[config.mk]
export PLATFORM = sky130hd
export DESIGN_NAME = fpadd_master
export DESIGN_NICKNAME = d
export VERILOG_FILES = /design/src/rtl/fpadd_master.sv
export SDC_FILE = /design/constraint.sdc
export NUM_CORES = 1
export LEC_CHECK = 0
export ABC_AREA = 1
export CORE_AREA = 2 2 147 92
export DETAILED_ROUTE_END_ITERATION = 6
export DIE_AREA = 0 0 149 94
export GPL_ROUTABILITY_DRIVEN = 0
export GPL_TIMING_DRIVEN = 0
export HOLD_SLACK_MARGIN = 0.08
export MAX_ROUTING_LAYER = met4
export PLACE_DENSITY = 0.87
export SLEW_MARGIN = 30
export SYNTH_ARGS = -nofsm -noshare
export SYNTH_HDL_FRONTEND = slang
export SYNTH_SLANG_ARGS = --single-unit
[constraint.sdc]
create_clock -name clk -period 1.4 [get_ports clk]
set_input_delay 0.21 -clock clk [delete_from_list [all_inputs] [get_ports clk]]
set_output_delay 0.21 -clock clk [all_outputs]
set_load 0.01 [all_outputs]
[src/rtl/fpadd_master.sv]
// fpadd_master: Avalon-MM master that writes two float operands to an adder slave,
// then polls its result register with a bounded response window and poll budget.
module fpadd_master #(
  parameter int POLL_LIMIT  = 16,
  parameter int RESP_WINDOW = 2
) (
  input  logic        clk,
  input  logic        reset_n,
  input  logic        start,
  input  logic [31:0] opa,
  input  logic [31:0] opb,
  output logic        busy,
  output logic        done,
  output logic        error,
  output logic [31:0] result,
  output logic [2:0]  masteraddress,
  output logic        masterread,
  output logic        masterwrite,
  output logic [31:0] masterwritedata,
  input  logic [31:0] masterreaddata,
  input  logic        masterreaddatavalid,
  input  logic        masterwaitrequest
);
  localparam int PW = $clog2(POLL_LIMIT + 1);
  localparam int WW = $clog2(RESP_WINDOW + 1);
  typedef enum logic [2:0] {IDLE, WR_A, WR_B, RD_REQ, RD_WAIT, FIN} state_t;
  state_t        r_state;
  logic [31:0]   r_opb, r_result, r_wdata;
  logic [PW-1:0] r_poll;
  logic [WW-1:0] r_win;
  logic [2:0]    r_addr;
  logic          r_busy, r_done, r_error, r_rd, r_wr;
  assign busy            = r_busy;
  assign done            = r_done;
  assign error           = r_error;
  assign result          = r_result;
  assign masteraddress   = r_addr;
  assign masterread      = r_rd;
  assign masterwrite     = r_wr;
  assign masterwritedata = r_wdata;
  // Bus outputs are registered and only change on an accepted transfer, so they hold under waitrequest.
  always_ff @(posedge clk or negedge reset_n) begin
    if (!reset_n) begin
      r_state  <= IDLE;
      r_opb    <= '0;
      r_result <= '0;
      r_wdata  <= '0;
      r_poll   <= '0;
      r_win    <= '0;
      r_addr   <= 3'h0;
      r_busy   <= 1'b0;
      r_done   <= 1'b0;
      r_error  <= 1'b0;
      r_rd     <= 1'b0;
      r_wr     <= 1'b0;
    end else begin
      r_done  <= 1'b0;
      r_error <= 1'b0;
      case (r_state)
        IDLE: if (start) begin
          r_opb   <= opb;
          r_wdata <= opa;
          r_poll  <= '0;
          r_addr  <= 3'h2;
          r_wr    <= 1'b1;
          r_busy  <= 1'b1;
          r_state <= WR_A;
        end
        WR_A: if (!masterwaitrequest) begin
          r_wdata <= r_opb;
          r_addr  <= 3'h3;
          r_state <= WR_B;
        end
        WR_B: if (!masterwaitrequest) begin
          r_wr    <= 1'b0;
          r_rd    <= 1'b1;
          r_addr  <= 3'h4;
          r_state <= RD_REQ;
        end
        RD_REQ: if (!masterwaitrequest) begin
          r_rd    <= 1'b0;
          r_poll  <= r_poll + 1'b1;
          r_win   <= '0;
          r_state <= RD_WAIT;
        end
        RD_WAIT: if (masterreaddatavalid) begin
          r_result <= masterreaddata;
          r_done   <= 1'b1;
          r_state  <= FIN;
        end else if (r_win == WW'(RESP_WINDOW - 1)) begin
          if (r_poll < PW'(POLL_LIMIT)) begin
            r_rd    <= 1'b1;
            r_state <= RD_REQ;
          end else begin
            r_error <= 1'b1;
            r_busy  <= 1'b0;
            r_state <= IDLE;
          end
        end else begin
          r_win <= r_win + 1'b1;
        end
        FIN: begin
          r_busy  <= 1'b0;
          r_state <= IDLE;
        end
        default: r_state <= IDLE;
      endcase
    end
  end
endmodule

==> flow_summary_export.csv <==
group,metric,value,unit
synth,area_fraction_in_compound_gates_after_synthesis,0.0847,
floorplan,num_rows,32,
detailed_routing,initialDrtViolationCount,232,
synth,netlist-cell-type-count,33,
detailed_routing,drt-vias-per-instance,4.77,
power,net-switching-power,7.04,mW
placement,placed_cell_area,7180,um^2
synth,post_synth_instance_area,5220,um^2
sta,final.setup.worst_slack,-83.4,ps
sta,post_layout_minimum_cycle_time,1480,ps
synth,avgSynthCellArea,8.47,um^2
synth,synth_edf_count,0,
sta,worst_pin_slew,407,ps
synth,synth.area.mux_share,0,
detailed_routing,ant_nets,0,
floorplan,design.portCount,173,
clocking,cts-htree-levels,4,
clocking,clock_latency_at_the_later_pin_of_the_worst_skew_pair,400,ps
synth,dominant_combinational_cell_family_by_area_after_synthesis,"simple AND/OR/NAND/NOR gates",
worst_setup_path,worstSetupPathType,"register to register",
sta,rsz0062_at_grt,"yes",
grt,global_route_wire_length_before_repair,23.7,mm
worst_setup_path,cp.arrival,1770,ps
synth,synthCells,616,
run_status,violations,"setup timing",
worst_setup_path,rr_endpoint,"masterwritedata[16]",
final_layout,final-instance-count-excl-fill,1016,
synth,synth_warnings,0,
placement,place.detailed.instances,959,
floorplan,die_width,149,um
clocking,ctsRootBufferMaster,"sky130_fd_sc_hd__clkbuf_16",
synth,postSynth.topFlopCell,"sky130_fd_sc_hd__dfrtp_1",
sta,skew,12.6,ps
worst_setup_path,critical_path.reg2reg.startpoint,"r_state[0]",
final_layout,post-route-cell-area,8250,um^2
grt,grt_max_degree,66,
synth,synth_xor_area_frac,0.00504,
synth,synth_seq_cells,114,
floorplan,core_area,12600,um^2
sta,slew_headroom,0.729,
grt,grt_overflow,0,
worst_setup_path,timing.critical_path.required,1690,ps
worst_setup_path,setup.reg_to_reg.worst_slack,-80,ps
run_status,outcome,"finished with violations",
synth,seq_area_frac_synth,0.547,
power,pwr_dens,2290,nW/um^2
worst_setup_path,crit_path_end_kind,"register",
final_layout,nFillCells,1024,
clocking,cts_max_path_bufs,2,
worst_hold_path,min-delay-path-class,"primary input to asynchronous set/reset pin",
power,switching_share,0.372,
sta,setup_violations,73,
clocking,cts_made_buffers,17,
sta,final-max-slew-violation-count,0,
run,drv_cap,0,
detailed_routing,route.detailed.wl_per_inst,14.6,um
final_layout,final_net_count,937,
clocking,numClockSinks,114,
clocking,worst_setup_hold_path_clk_slew,50,ps
placement,port_buffers,172,
power,power.share.combinational,0.472,
grt,antenna_found_initial,0,
grt,vias_in_the_first_global_route,4743,
power,pwr-share-seq,0.295,
synth,synth.net_count,719,
final_layout,drive_above_1_share,0.183,
sta,post_route_clock_period_utilization,1.06,
sta,hold_slack,308,ps
power,total_leakage_power,4.32,nW
synth,proportion_of_synthesized_flip_flops_having_asynchronous_set_or_reset,1.00,
worst_setup_path,critical_path_peak_fanout,8,
power,p_clk_frac,0.232,
final_layout,diodes_inserted,0,
floorplan,initial_core_utilization,0.415,
sta,report.final.hold_viol_count,0,
floorplan,design.die.area,14000,um^2
grt,groute.usage.overall,0.225,
power,max-vdd-ir-drop,0.00115,V
synth,synth_adder_area_share,0.00480,
sta,timing.fmax,674,MHz
placement,dpl.hpwl,10.0,mm
detailed_routing,post-route-drc-count,0,
synth,synth-simple-area-share,0.282,
clocking,tritoncts,"yes",
power,internal_power,11.9,mW
detailed_routing,wirelength,14.9,mm
detailed_routing,route.vias.total,4848,
worst_setup_path,worst_r2r_path_depth,10,
floorplan,die_y,94,um
detailed_routing,firstDrtPassIters,5,
final_layout,flow.area_growth_from_synthesis,58.2,%
worst_setup_path,startpoint_type,"register",
## sequential cells by signal, indices dropped and copies added, names as in the netlist
register and cells:
masterread 1, r_state 3, masterwrite 1, masteraddress 3
error 1, r_poll 5, r_opb 32, result 32
masterwritedata 32, done 1, busy 1, r_win 2
## per-layer routing
metal  track usage  vias to the layer above  share of wire
met5             -                        -              0
met4        0.0508                        0         0.0058
met3        0.0714                       10          0.097
met2         0.342                      203           0.46
met1         0.298                     2294           0.44
li1              -                     2341              -
## through the flow
stage | setup TNS, ps | utilization | setup WS, ps | total power [mW]
global route | -8880 | 0.657 | -165 | 20.2
floorplan | 0 | - | 70.1 | 10.0
global placement | -502460 | 0.569 | -4290 | 13.3
CTS | -868 | 0.643 | -82.2 | 18.5
detailed placement | -15800 | 0.571 | -268 | 13.6
finish | -2740 | 0.657 | -83.4 | 18.9
## worst max-delay path, cell delays in order, from the launching register on
cell and delay (ps):
sky130_fd_sc_hd__dfrtp_1 390, sky130_fd_sc_hd__buf_12 160, sky130_fd_sc_hd__nand2_2 80, sky130_fd_sc_hd__nand2_1 90, sky130_fd_sc_hd__inv_2 100, sky130_fd_sc_hd__nand2_8 70, sky130_fd_sc_hd__buf_12 140, sky130_fd_sc_hd__buf_12 120
sky130_fd_sc_hd__buf_16 120, sky130_fd_sc_hd__nand2_1 50, sky130_fd_sc_hd__nand2_1 50
## kinds of logic (layout without fill, tap and decap cells)
kind of cell,count (synthesis),after routing
simple gates,355,355
flops,114,114
compound gates,66,66
fa+ha+maj,2,2
xor+xnor,3,3
buf+inv,76,306
## synthesized netlist by cell type, types with 2 or more instances
| cell | n | area (um^2) |
|---|---|---|
| sky130_fd_sc_hd__o21ai_2 | 28 | 245 |
| sky130_fd_sc_hd__nand2_4 | 3 | 33.8 |
| sky130_fd_sc_hd__clkbuf_1 | 3 | 11.3 |
| sky130_fd_sc_hd__dfrtp_1 | 114 | 2850 |
| sky130_fd_sc_hd__ha_1 | 2 | 25.0 |
| sky130_fd_sc_hd__o21ai_0 | 29 | 145 |
| sky130_fd_sc_hd__inv_6 | 2 | 17.5 |
| sky130_fd_sc_hd__a21oi_1 | 2 | 10.0 |
| sky130_fd_sc_hd__buf_2 | 8 | 40.0 |
| sky130_fd_sc_hd__nor2_1 | 8 | 30.0 |
| sky130_fd_sc_hd__o21ai_1 | 5 | 25.0 |
| sky130_fd_sc_hd__inv_1 | 45 | 169 |
| sky130_fd_sc_hd__or2_0 | 2 | 12.5 |
| sky130_fd_sc_hd__nor2_8 | 2 | 40.0 |
| sky130_fd_sc_hd__buf_6 | 10 | 113 |
| sky130_fd_sc_hd__nand3_1 | 15 | 75.1 |
| sky130_fd_sc_hd__buf_4 | 4 | 30.0 |
| sky130_fd_sc_hd__inv_4 | 2 | 12.5 |
| sky130_fd_sc_hd__nand2_1 | 317 | 1190 |
| sky130_fd_sc_hd__xor2_1 | 2 | 17.5 |
## repair_timing
| item | in CTS | in global routing |
|---|---|---|
| setup buffers | 17 | 8 |
| pin swaps | 3 | 15 |
| setup endpoints to repair | 172 | 109 |
| resized for setup | 108 | 48 |
| hold buffers | 1 | 0 |
| cloned | 3 | 0 |
| endpoints found under the hold margin | 49 | 0 |
## power by group through the flow
stage | logic [mW] | registers (mW) | clock network, mW
2_1_floorplan | 4.04 | 5.99 | 0
3_3_place_gp | 7.75 | 5.59 | 0
3_5_place_dp | 7.95 | 5.62 | 0
4_1_cts | 8.50 | 5.58 | 4.45
5_1_grt | 9.81 | 5.76 | 4.65
6_report | 8.95 | 5.59 | 4.39
## area by class of cell
type | count | area, um^2 | share of cell area
clock inverters | 10 | 133 | 0.0161
well taps | 170 | 213 | 0.0258
flip-flops and latches | 114 | 2850 | 0.346
clock buffers | 21 | 470 | 0.0570
repair buffers | 200 | 2000 | 0.242
multi-input cells | 426 | 2090 | 0.253
inverters | 50 | 215 | 0.0261
plain buffers | 25 | 284 | 0.0344
## placed cells by master, fill, tap and decap left out, drive strengths merged
cell type | Yosys | routed
inv | 50 | 50
dlygate4sd3 | 0 | 1
ha | 2 | 2
nor2 | 11 | 11
nor3 | 1 | 1
a21oi | 3 | 3
buf | 22 | 51
dlygate4sd2 | 0 | 72
or2 | 2 | 2
nand4 | 1 | 1
dfrtp | 114 | 114
o21ai | 62 | 62
nand3b | 1 | 1
xnor2 | 1 | 1
clkbuf | 4 | 23
xor2 | 2 | 2
clkdlybuf4s50 | 0 | 99
nand3 | 17 | 17
bufinv | 0 | 3
clkinv | 0 | 7
o211ai | 1 | 1
nand2 | 322 | 322
## worst max-delay path by stage
stage	start	endpoint	slack, ps
after global placement	reset_n	result[12]	-4290
after global routing	r_state[1]	r_state[1]	-160
after floorplan	r_state[2]	masterwritedata[22]	70
final	r_state[0]	masterwritedata[16]	-80
after detailed placement	masterwaitrequest	masterwritedata[23]	-270
after CTS	r_state[2]	masterwritedata[29]	-80
Power figures use the tool's default switching activity.
